--- src/rtl/cpu_pkg.sv ---
// cpu_pkg: definitions shared by the RV pipeline blocks.
//   - Control-word layout {ALUOp[1:0], ALUSrc, Branch, MemRead, MemWrite, RegWrite, MemtoReg}
//   - Major opcode constants used by the control decoder
//   - Default datapath / register-address widths
package cpu_pkg;

  localparam int XLEN_DEF    = 32;
  localparam int RADDR_W_DEF = 5;

  localparam int CTRL_W        = 8;
  localparam int CTRL_ALUOP_HI = 7;
  localparam int CTRL_ALUOP_LO = 6;
  localparam int CTRL_ALUSRC   = 5;
  localparam int CTRL_BRANCH   = 4;
  localparam int CTRL_MEMREAD  = 3;
  localparam int CTRL_MEMWRITE = 2;
  localparam int CTRL_REGWRITE = 1;
  localparam int CTRL_MEMTOREG = 0;

  localparam logic [CTRL_W-1:0] CTRL_NOP = 8'h00;

  typedef enum logic [6:0] {
    OPC_RTYPE  = 7'b0110011,
    OPC_LOAD   = 7'b0000011,
    OPC_OPIMM  = 7'b0010011,
    OPC_STORE  = 7'b0100011,
    OPC_BRANCH = 7'b1100011
  } opcode_e;

  // An all-zero control word carries no architectural effect.
  function automatic logic ctrl_is_nop(input logic [CTRL_W-1:0] ctrl);
    return ctrl == CTRL_NOP;
  endfunction

endpackage

--- src/rtl/load_use_detect.sv ---
// load_use_detect: purely combinational load-use hazard compare.
//   ex_mem_read_i  - instruction in EX is a load
//   ex_valid_i     - EX slot holds a real instruction
//   ex_rd_addr_i   - destination register of the EX instruction
//   id_rs1_addr_i, id_rs2_addr_i - source registers of the ID instruction
//   hazard_o       - ID instruction consumes a value the EX load has not produced yet
module load_use_detect #(
  parameter int RADDR_W = 5
) (
  input  logic               ex_mem_read_i,
  input  logic               ex_valid_i,
  input  logic [RADDR_W-1:0] ex_rd_addr_i,
  input  logic [RADDR_W-1:0] id_rs1_addr_i,
  input  logic [RADDR_W-1:0] id_rs2_addr_i,
  output logic               hazard_o
);

  // x0 is hard-wired to zero, so a load targeting it never creates a dependency.
  assign hazard_o = ex_mem_read_i & ex_valid_i & (ex_rd_addr_i != '0) &
                    ((ex_rd_addr_i == id_rs1_addr_i) | (ex_rd_addr_i == id_rs2_addr_i));

endmodule

--- src/rtl/id_ex_stage.sv ---
// id_ex_stage: ID/EX pipeline register with load-use bubble insertion.
//   Inputs : clk_i, rst_i (sync, active-high), ctrl_i (decoder control word),
//            stall_i (hold), flush_i (branch-taken bubble), ID pc/operands/imm,
//            funct_i {funct7,funct3}, rs1/rs2/rd addresses.
//   Outputs: individually decoded control bits, registered pc/operands/imm/funct/
//            addresses, valid_o (EX slot is real), hazard_o (combinational
//            load-use detect for PC / IF-ID write enables).
//   Optional: define ID_EX_PERF_CNT_EN to add bubble_cnt_o[31:0], counting
//            edges at which a bubble is inserted by flush_i or hazard_o.
// Next-state priority: rst_i > flush_i > hazard_o > stall_i > load.
module id_ex_stage
  import cpu_pkg::*;
#(
  parameter int XLEN    = XLEN_DEF,
  parameter int RADDR_W = RADDR_W_DEF
) (
  input  logic               clk_i,
  input  logic               rst_i,
  input  logic [CTRL_W-1:0]  ctrl_i,
  input  logic               stall_i,
  input  logic               flush_i,
  input  logic [XLEN-1:0]    pc_i,
  input  logic [XLEN-1:0]    rs1_data_i,
  input  logic [XLEN-1:0]    rs2_data_i,
  input  logic [XLEN-1:0]    imm_i,
  input  logic [9:0]         funct_i,
  input  logic [RADDR_W-1:0] rs1_addr_i,
  input  logic [RADDR_W-1:0] rs2_addr_i,
  input  logic [RADDR_W-1:0] rd_addr_i,
  output logic [1:0]         alu_op_o,
  output logic               alu_src_o,
  output logic               branch_o,
  output logic               mem_read_o,
  output logic               mem_write_o,
  output logic               reg_write_o,
  output logic               mem_to_reg_o,
  output logic [XLEN-1:0]    pc_o,
  output logic [XLEN-1:0]    rs1_data_o,
  output logic [XLEN-1:0]    rs2_data_o,
  output logic [XLEN-1:0]    imm_o,
  output logic [9:0]         funct_o,
  output logic [RADDR_W-1:0] rs1_addr_o,
  output logic [RADDR_W-1:0] rs2_addr_o,
  output logic [RADDR_W-1:0] rd_addr_o,
`ifdef ID_EX_PERF_CNT_EN
  output logic [31:0]        bubble_cnt_o,
`endif
  output logic               valid_o,
  output logic               hazard_o
);

  logic [CTRL_W-1:0]  ctrl_q, ctrl_d;
  logic               valid_q, valid_d;
  logic [XLEN-1:0]    pc_q, pc_d, rs1_data_q, rs1_data_d, rs2_data_q, rs2_data_d, imm_q, imm_d;
  logic [9:0]         funct_q, funct_d;
  logic [RADDR_W-1:0] rs1_addr_q, rs1_addr_d, rs2_addr_q, rs2_addr_d, rd_addr_q, rd_addr_d;
  logic               hazard;
  logic               bubble;

  load_use_detect #(.RADDR_W(RADDR_W)) u_load_use_detect (
    .ex_mem_read_i (ctrl_q[CTRL_MEMREAD]),
    .ex_valid_i    (valid_q),
    .ex_rd_addr_i  (rd_addr_q),
    .id_rs1_addr_i (rs1_addr_i),
    .id_rs2_addr_i (rs2_addr_i),
    .hazard_o      (hazard)
  );

  // A hazard bubble must win over stall: holding would re-present the load
  // to EX and let the dependent instruction slip in behind it twice.
  assign bubble = flush_i | hazard;

  always_comb begin
    ctrl_d     = ctrl_q;
    valid_d    = valid_q;
    pc_d       = pc_q;
    rs1_data_d = rs1_data_q;
    rs2_data_d = rs2_data_q;
    imm_d      = imm_q;
    funct_d    = funct_q;
    rs1_addr_d = rs1_addr_q;
    rs2_addr_d = rs2_addr_q;
    rd_addr_d  = rd_addr_q;
    if (bubble || !stall_i) begin
      // Data fields load on a bubble as well; they are ignored with valid_o low.
      pc_d       = pc_i;
      rs1_data_d = rs1_data_i;
      rs2_data_d = rs2_data_i;
      imm_d      = imm_i;
      funct_d    = funct_i;
      rs1_addr_d = rs1_addr_i;
      rs2_addr_d = rs2_addr_i;
      rd_addr_d  = rd_addr_i;
      if (bubble) begin
        ctrl_d  = CTRL_NOP;
        valid_d = 1'b0;
      end else begin
        ctrl_d  = ctrl_i;
        valid_d = !ctrl_is_nop(ctrl_i);
      end
    end
  end

  always_ff @(posedge clk_i) begin
    if (rst_i) begin
      ctrl_q     <= CTRL_NOP;
      valid_q    <= 1'b0;
      pc_q       <= '0;
      rs1_data_q <= '0;
      rs2_data_q <= '0;
      imm_q      <= '0;
      funct_q    <= '0;
      rs1_addr_q <= '0;
      rs2_addr_q <= '0;
      rd_addr_q  <= '0;
    end else begin
      ctrl_q     <= ctrl_d;
      valid_q    <= valid_d;
      pc_q       <= pc_d;
      rs1_data_q <= rs1_data_d;
      rs2_data_q <= rs2_data_d;
      imm_q      <= imm_d;
      funct_q    <= funct_d;
      rs1_addr_q <= rs1_addr_d;
      rs2_addr_q <= rs2_addr_d;
      rd_addr_q  <= rd_addr_d;
    end
  end

`ifdef ID_EX_PERF_CNT_EN
  logic [31:0] bubble_cnt_q, bubble_cnt_d;

  // Wraps naturally modulo 2^32; a pure stall inserts no bubble so it holds.
  assign bubble_cnt_d = bubble ? bubble_cnt_q + 32'd1 : bubble_cnt_q;

  always_ff @(posedge clk_i) begin
    if (rst_i) bubble_cnt_q <= '0;
    else       bubble_cnt_q <= bubble_cnt_d;
  end

  assign bubble_cnt_o = bubble_cnt_q;
`endif

  assign alu_op_o     = ctrl_q[CTRL_ALUOP_HI:CTRL_ALUOP_LO];
  assign alu_src_o    = ctrl_q[CTRL_ALUSRC];
  assign branch_o     = ctrl_q[CTRL_BRANCH];
  assign mem_read_o   = ctrl_q[CTRL_MEMREAD];
  assign mem_write_o  = ctrl_q[CTRL_MEMWRITE];
  assign reg_write_o  = ctrl_q[CTRL_REGWRITE];
  assign mem_to_reg_o = ctrl_q[CTRL_MEMTOREG];
  assign valid_o      = valid_q;
  assign hazard_o     = hazard;
  assign pc_o         = pc_q;
  assign rs1_data_o   = rs1_data_q;
  assign rs2_data_o   = rs2_data_q;
  assign imm_o        = imm_q;
  assign funct_o      = funct_q;
  assign rs1_addr_o   = rs1_addr_q;
  assign rs2_addr_o   = rs2_addr_q;
  assign rd_addr_o    = rd_addr_q;

endmodule

--- config.mk ---
export PLATFORM = sky130hd
export DESIGN_NAME = id_ex_stage
export DESIGN_NICKNAME = d
export VERILOG_FILES = /design/src/rtl/cpu_pkg.sv /design/src/rtl/load_use_detect.sv /design/src/rtl/id_ex_stage.sv
export SDC_FILE = /design/constraint.sdc
export NUM_CORES = 1
export LEC_CHECK = 0
export ABC_CLOCK_PERIOD_IN_PS = 2400
export BUFFER_PORTS_ARGS = -buffer_cell sky130_fd_sc_hd__buf_2
export CELL_PAD_IN_SITES_DETAIL_PLACEMENT = 1
export CELL_PAD_IN_SITES_GLOBAL_PLACEMENT = 2
export CORE_UTILIZATION = 30
export CTS_CLUSTER_SIZE = 40
export DETAILED_ROUTE_END_ITERATION = 8
export PLACE_DENSITY_LB_ADDON = 0.3
export SYNTH_ARGS = -nofsm -noshare
export SYNTH_HDL_FRONTEND = slang
export SYNTH_SLANG_ARGS = --single-unit
--- constraint.sdc ---
create_clock -name clk_i -period 2.4 [get_ports clk_i]
set_clock_uncertainty 0.15 [all_clocks]
set_input_delay 0.36 -clock clk_i [delete_from_list [all_inputs] [get_ports clk_i]]
set_output_delay 0.36 -clock clk_i [all_outputs]
set_load 0.05 [all_outputs]
== Word-level counts from Yosys, hierarchy flattened ==
Cells that the tools add are included.

* Flip-flop bits (word level): 162
* Bits of input ports: 165
* Output and inout bits: 163
* Logic and storage cells: 24

* Equal/unequal tests: 2
* Mux-type cells: 2
* Bitwise operators: 5
* Reductions and logical operators: 5

{| class="wikitable"
|+ Operators with widths
! kind !! count
|-
| equality test 5 bit || 2
|-
| zero test 8 bit || 1
|-
| two-way mux 8 bit || 1
|-
| nonzero test 5 bit || 1
|-
| AND 1 bit || 3
|-
| zero test 1 bit || 2
|-
| bitwise OR 1 bit || 2
|-
| logical OR 1 bit || 1
|-
| two-way mux 1 bit || 1
|}

== Depth between registers and ports, before layout ==
Gate-level depths: netlist (run 1).

* Depth in word-level cells: 5
* Depth in mapped cells: 8
* Gate-level depth less buffers: 5

== Cells and area by module ==
A second synthesis (run 1) with hierarchy kept.

* Cell total of the unflattened synthesis: 715
* Area total of the unflattened synthesis: 5741.8 sq um

{| class="wikitable"
|+ By module, submodules not included
! module !! times used !! cells each !! area each (sq um) !! seq. area each (sq um)
|-
| id_ex_stage || 1 || 698 || 5609.1 || 3243.1
|-
| load_use_detect || 1 || 17 || 132.6 || 0.0
|}

== Least setup slack after synthesis (run 1) ==
No wires, ideal clock.

* Path type: register -> output
* From: reg rd_addr_q[3], in the netlist rd_addr_o[3]
* To: out hazard_o
* Data arrival time: 2076 ps
* Required time: 1890 ps
* Slack: -186 ps
* Cell stages (with the launch flop): 7
* Path buffers: 2
* Cell sequence: dfxtp_1 xnor2_1 nand3_1 o22ai_1 buf_2 buf_2 and2_1

* Cells in the longest elaborated chain, start to end: 3

{| class="wikitable"
|+ RTL lines
! element !! line !! text
|-
| start, declared || id_ex_stage.sv:56 || <nowiki>logic [RADDR_W-1:0] rs1_addr_q, rs1_addr_d, rs2_addr_q, rs2_addr_d, rd_addr_q, rd_addr_d;</nowiki>
|-
| start signal, assigned || id_ex_stage.sv:126 || <nowiki>rd_addr_q <= rd_addr_d;</nowiki>
|-
| equality test 5 bit or nonzero test 5 bit (tied branches) || load_use_detect.sv:20, load_use_detect.sv:19 ||
|-
| bitwise OR 1 bit or AND 1 bit (tied branches) || load_use_detect.sv:20, load_use_detect.sv:19 ||
|-
| AND 1 bit (*) || load_use_detect.sv:19 || <nowiki>assign hazard_o = ex_mem_read_i & ex_valid_i & (ex_rd_addr_i != '0) &</nowiki>
|-
| end, declared || id_ex_stage.sv:49 || <nowiki>output logic hazard_o</nowiki>
|}

Mark *: on every way between the ends. The rest lies on a longest branch, timed or not.

== Worst setup path in the final report (run 1) ==
* From: reg rd_addr_q[4], in the netlist rd_addr_o[4]
* To: out hazard_o

The elaborated chain is that of the path after synthesis.

==> results of run 1 <==
## kinds of logic after synthesis
| family | Yosys count | synth area share, % |
|---|---|---|
| and+or+nand+nor | 477 | 29.9 |
| AOI/OAI and AO/OA | 158 | 13.9 |
| xor gates and xnor gates | 10 | 0.886 |
| buffers and inverters | 139 | 6.20 |
| muxes | 161 | 16.3 |
| DFF | 162 | 32.8 |
## metrics by stage
stage	instances	setup slack (ps)
finish	1952	-152
CTS	1894	-201
global route	1952	-232
floorplan	1107	12.1
global placement	1782	207
detailed placement	1782	130
## synth_stat cells (2+ instances only)
| library cell | count |
|---|---|
| buf_2 | 40 |
| clkbuf_1 | 84 |
| mux2i_1 | 161 |
| inv_2 | 2 |
| buf_4 | 11 |
| nor4_1 | 2 |
| buf_1 | 2 |
| dfxtp_1 | 162 |
| nand2_1 | 155 |
| nor3b_1 | 306 |
| nor2_1 | 9 |
| a32oi_1 | 153 |
| a21oi_1 | 2 |
| xnor2_1 | 10 |
| nand3_1 | 2 |
## tightest hold or removal path: cells and delay by family
kind                   cells  cell delay, ps
AND/OR/NAND/NOR            1              50
buffers and inverters      1              90
AO/OA/AOI/OAI              1              80
## area by class of cell
class / instances / area [um^2] / area share [%]
clock inverter: 8 / 104 / 0.714
sequential: 162 / 3250 / 22.4
antenna: 2 / 5.00 / 0.0344
timing repair buffer: 507 / 4070 / 27.9
clock buffer: 23 / 478 / 3.28
inverter: 2 / 12.5 / 0.0860
multi-input combinational: 806 / 6080 / 41.8
tap: 442 / 553 / 3.80
## worst max path at each step
stage / endpoint / depth (start not counted) / startpoint / slack, ps
after floorplan: hazard_o / 6 / rd_addr_o[3]$_SDFFE_PP0P_ / 10
after global placement: imm_o[17]$_SDFFE_PP0P_ / 8 / rd_addr_o[4]$_SDFFE_PP0P_ / 210
after detailed placement: imm_o[19]$_SDFFE_PP0P_ / 8 / rd_addr_o[4]$_SDFFE_PP0P_ / 130
after CTS: hazard_o / 6 / rd_addr_o[0]$_SDFFE_PP0P_ / -200
after global routing: hazard_o / 6 / rd_addr_o[4]$_SDFFE_PP0P_ / -230
final: hazard_o / 6 / rd_addr_o[4]$_SDFFE_PP0P_ / -150
## timing repair
action                                  4_1_cts  5_1_grt
gates resized for setup                       5       27
hold buffers                                 77        0
endpoints found under the setup margin        1      107
pin swaps                                     2       23
gates cloned                                  0       30
endpoints found under the hold margin        77        0
setup buffers                                 4       26
## flip-flops by register name, summed over array words and instances, names as in the netlist
signal	flops
rs2_data_o	32
imm_o	32
rs2_addr_o	5
rs1_addr_o	5
valid_o	1
rs1_data_o	32
funct_o	10
rd_addr_o	5
ctrl_q	8
pc_o	32
## power by group
group | switching [W] | internal (W) | total (W)
Clock | 0.00121 | 0.00161 | 0.00282
Sequential | 0.000100 | 0.00290 | 0.00301
Combinational | 0.00148 | 0.000760 | 0.00224
## layer usage
layer	global-route usage, %	vias to the layer above
li1	-	4980
met1	24.3	5171
met2	34.2	262
met3	5.59	35
met4	6.37	6
met5	0	-
==> metrics, run 1 <==
reg2reg start rd_addr_o[4]$_SDFFE_PP0P_; Reg2Reg Depth 11; Via Count 10454; total design power 0.00807 W; Post-synth ARST share 0%; outcome complete, but fails checks; Mapped Nets approximately 1300; vias in the first global route 10123; core footprint 32500 um^2; HP Start imm_i[16]; wire per inst around 20 um; CTS max path bufs 2; Worst slew margin 60.1%; Setup CP Type flip-flop to primary output; fin crit share 106%; Area after DPL 12100 um^2; setup ws final -152 ps; floorplan row count 66; via-per-instance ratio 5.36; Tmin final 2550 ps; post-detailed-route count of antenna-violating nets 0; Placer Congestion 0.737; Worst R2R End pc_o[7]$_SDFFE_PP0P_; Initial Util between 30% and 40%; initial antenna violation count 5; Worst-Margin Slew 599 ps; P&R area growth vs syn 47.3%; type of destination of the critical path primary output; Nets 1661; Pwr Density 554 nW/um^2; Peak Freq 392 MHz; final core occ ~45%; Final Hold Fails 0; mean post-synth cell area 8.93 um^2; Data required, critical path 1890 ps; post-DP HPWL 23400 um; WL met3 2160 um; share of post-route cells with drive strength above 1 between 30% and 40%; met2 wire len 19100 um; global-route wire length before repair 54400 um; crit-path max cell delay 520 ps; Area contributors post-synth dfxtp_1 33%, nor3b_1 23%, mux2i_1 16%; RSZ-0062 raised after global routing yes; critical path's slowest cell or4_4; I/O pin count 328; WP buf/inv 3; htree depth 4; Yosys warning count 0; Slew Limit Fails 0; sequence of cells on the critical path or4_4, o211ai_1, buf_4, inv_4, and2_4, buf_12; Global Route Usage Sum 20.1%; r2r setup slk -80 ps; crit path DAT ~2000 ps; # setup viols final 28; Worst Hold End imm_o[16]$_SDFFE_PP0P_; EDFF count, synth 0; failing checks negative setup slack; Root Driver clkbuf_16; Inserted Clock Buffers 17; WHS Path Cells 3; Setup TNS -1150 ps; DR iter-0 viols 458; worst-path maximum fanout 2; ys flop type dfxtp_1; Syn Std Cell Area between 9000 and 10000 um^2; Synth area leader dfxtp_1; clock latency on the worst-skew pair 440 ps; Die Width 184 um; clock transition at the registers of the reported paths roughly 70 ps; Synth Instances 1107; most frequent cells in the layout 325 x buf_2, 301 x nor3b_1, 161 x mux2i_1, 157 x dfxtp_1, 155 x nand2_1; Seq/Total Area, Yosys 32.8%; TritonCTS Sinks around 160; TritonRoute pass-1 iters 6; # port buffers 327; Distinct cells, synth 21; Hold WS 15.0 ps; total die area 33700 um^2; Worst path top cell family by delay simple AND/OR/NAND/NOR gates; Startpoint Class flip-flop; post-synthesis register bit count 162; largest net degree at the start of global routing 122; post-synth top area share between 30% and 40%; final instance area between 10000 and 15000 um^2; grt ovf 0; met1 WL 16300 um; most common cell after layout, fill and taps aside buf_2; VDD IR max about 0.00048 V; Leak between 5 and 6 nW; DRC viols 0; # fillers between 3000 and 4000; Max-Cap Viols 0; CTS tree yes; DIE HEIGHT roughly 180 um; top layer in use met5; final wirelength ~38000 um; Hold WC Path Type input pin to flip-flop
Power figures use the tool's default switching activity.
==> run 2, diff against run 1 <==
Settings changed: ABC_AREA set to 1, CORE_UTILIZATION 30 to 24.
==> metrics, run 2 <==
Place WS 256 ps (+126 ps); outcome finished clean; Global Route Usage Sum 17.2% (-2.9 points); Nets 1843 (+11%); EDFF count, synth 0 (unchanged); Post-synth top cells 460 x inv_1, 345 x nand2_1, 162 x dfxtp_1; largest net degree at the start of global routing 71 (-42%); Leak 7.21 nW (+21%); Final Hold Fails 0 (unchanged); DRC viols 0 (unchanged); Root Driver clkbuf_16; Die Width 188 um (+2.7%); Data required, critical path 1890 ps (about the same); Synth area leader dfxtp_1; type of destination of the critical path primary output; r2r setup slk 320 ps (+400 ps); final core occ 32.8% (-12 points); most common cell in the synthesized netlist inv_1; ant diodes 0 (-2); worst-path maximum fanout 8 (+6); Distinct cells, synth 17 (-19%); crit path DAT 1720 ps (-320 ps); # port buffers 327 (unchanged); Max-Cap Viols 0 (unchanged); reg2reg start rd_addr_o[2]$_SDFFE_PP0P_; Post-synth ARST share 0% (unchanged); Startpoint Class flip-flop; fin crit share 93.1% (-13 points); Worst Hold End ctrl_q[0]$_SDFFE_PP0P_; CTS max path bufs 2 (unchanged); final wirelength 30600 um (-20%); most frequent cells in the layout 458 x inv_1, 344 x nand2_1, 325 x buf_2, 161 x nor2_1, 158 x dfxtp_1; post-synthesis register bit count 162 (unchanged); share of post-route cells with drive strength above 1 23.3% (-8.1 points); Syn Std Cell Area 8340 um^2 (-16%); Placer Congestion 0.802 (+8.8%); via-per-instance ratio 4.15 (-22%); Mapped Nets 1558 (+22%); Setup TNS 0 ps (+1150 ps); setup ws final 166 ps (+318 ps); post-detailed-route count of antenna-violating nets 0 (unchanged); TritonRoute pass-1 iters 4 (-2); Tmin final 2230 ps (-318 ps); ys flop type dfxtp_1; Worst R2R End imm_o[18]$_SDFFE_PP0P_; vias in the first global route 8844 (-13%); total design power 0.00769 W (-4.6%); # setup viols final 0 (-100%); Setup CP Type flip-flop to primary output; Area contributors post-synth dfxtp_1 39%, inv_1 21%, nand2_1 16%; HP Start ctrl_i[0]; grt ovf 0 (unchanged); Yosys warning count 0 (unchanged); Pwr Density 692 nW/um^2 (+25%); DR iter-0 viols 334 (-27%); initial antenna violation count 2 (-3); post-synth top area share 38.9% (+6.1 points); Reg2Reg Depth 10 (-1); global-route wire length before repair 48000 um (-12%); clock transition at the registers of the reported paths 70 ps (about the same); Slew Limit Fails 0 (unchanged); most common cell after layout, fill and taps aside inv_1; Inserted Clock Buffers 17 (unchanged); floorplan row count 67 (+1.5%); clock latency on the worst-skew pair 440 ps (about the same); wire per inst 14.3 um (-27%); total die area 35500 um^2 (+5.4%); mean post-synth cell area 5.99 um^2 (-33%); # fillers 4493 (+19%); DIE HEIGHT 188 um (+2.7%); Initial Util 24.6% (-5.8 points); Hold WC Path Type input pin to flip-flop; Peak Freq 448 MHz (+14%); htree depth 4 (unchanged); P&R area growth vs syn 33.2%; Worst slew margin 75.2% (+15 points); core footprint 33900 um^2 (+4.4%); Synth Instances 1393 (+26%); CTS tree yes; I/O pin count 328 (unchanged); RSZ-0062 raised after global routing no; WHS Path Cells 3 (unchanged); Via Count 8883 (-15%); Seq/Total Area, Yosys 38.9% (+6.1 points); Setup Fix Bufs, Post-CTS 0 (-4); VDD IR max 0.000501 V (+5.2%); Worst-Margin Slew 371 ps (-228 ps); TritonCTS Sinks 162 (unchanged); post-DP HPWL 21600 um (-7.5%)
run 2: cell types whose count changed in the layout (fill, tap and decap cells not counted), moves of 8 or more:
| cell | previous run | this run |
|---|---|---|
| xnor2_1 | 10 | 2 |
| nor2_1 | 9 | 161 |
| buf_12 | 21 | 10 |
| nand2_1 | 155 | 344 |
| buf_4 | 39 | 14 |
| nor3b_1 | 301 | 0 |
| a32oi_1 | 153 | 0 |
| clkbuf_16 | 41 | 17 |
| mux2i_1 | 161 | 0 |
| buf_6 | 9 | 1 |
| nand4_1 | 0 | 154 |
| dlygate4sd3_1 | 77 | 1 |
| inv_1 | 0 | 458 |
run 2: metrics by stage:
step                      hold WS, ps  instance area, um^2  std cells
final                            39.5                11100       2138
after global routing             27.3                11100       2138
after CTS                        3.58                11100       2138
after detailed placement          299                10500       2106
after global placement            292                10500       2106
after floorplan                   355                 8340       1393
run 2: worst max-delay path, stage by stage (launching register included):
cell and delay, ps:
dfxtp_2 370, inv_1 100, nand2_1 80, nand2_1 50, nor2_1 120, nand3_1 80, nand2_1 110, nand2_4 130
inv_4 100, buf_6 150
run 2: how the worst max path moves through the flow:
stage	start	end	slack (ps)
after detailed placement	rs1_addr_i[0]	ctrl_q[1]$_SDFFE_PP0P_	260
after global placement	rd_addr_o[0]$_SDFFE_PP0P_	rs2_data_o[2]$_SDFFE_PP0P_	230
after CTS	rd_addr_o[4]$_SDFFE_PP0P_	hazard_o	20
final	rd_addr_o[0]$_SDFFE_PP0P_	hazard_o	170
after global routing	rd_addr_o[0]$_SDFFE_PP0P_	hazard_o	20
after floorplan	rd_addr_o[4]$_SDFFE_PP0P_	hazard_o	30
run 2: final cells by class:
| cell class | instances | area [um^2] | share of cell area (%) |
|---|---|---|---|
| tap | 448 | 561 | 5.04 |
| sequential | 162 | 3250 | 29.2 |
| timing repair buffer | 351 | 1950 | 17.6 |
| clock buffer | 21 | 470 | 4.23 |
| inverter | 466 | 1760 | 15.8 |
| multi-input combinational | 680 | 2990 | 26.9 |
| clock inverter | 10 | 133 | 1.19 |
run 2: logic make-up (layout without fill, tap and decap cells):
group	Yosys count	after routing	share of synthesized area, %
AND/OR/NAND/NOR	669	669	34.9
buffers and inverters	551	848	25.4
flip-flops	162	162	38.9
AO/OA/AOI/OAI	9	9	0.540
XOR/XNOR	2	2	0.210
run 2: routing by layer:
metal  wire (um)  vias up  track usage [%]
li1            -     4565                -
met1       13900     4087             21.2
met2       14200      216             29.1
met3        2280       13             5.92
met4         203        2             3.35
met5          13        -                0
run 2: where the power goes:
group	internal [W]	leakage (nW)	switching (W)	total (W)
sequential	0.00288	1.35	0.000106	0.00299
combinational	0.000497	5.57	0.00132	0.00182
clock	0.00171	0.291	0.00117	0.00288
total	0.00509	7.21	0.00260	0.00769
run 2: repair_timing:
action | in CTS | in global routing
setup endpoints to repair | 1 | 1
hold buffers | 1 | 0
hold endpoints to repair | 1 | 0
gates resized for setup | 4 | 4
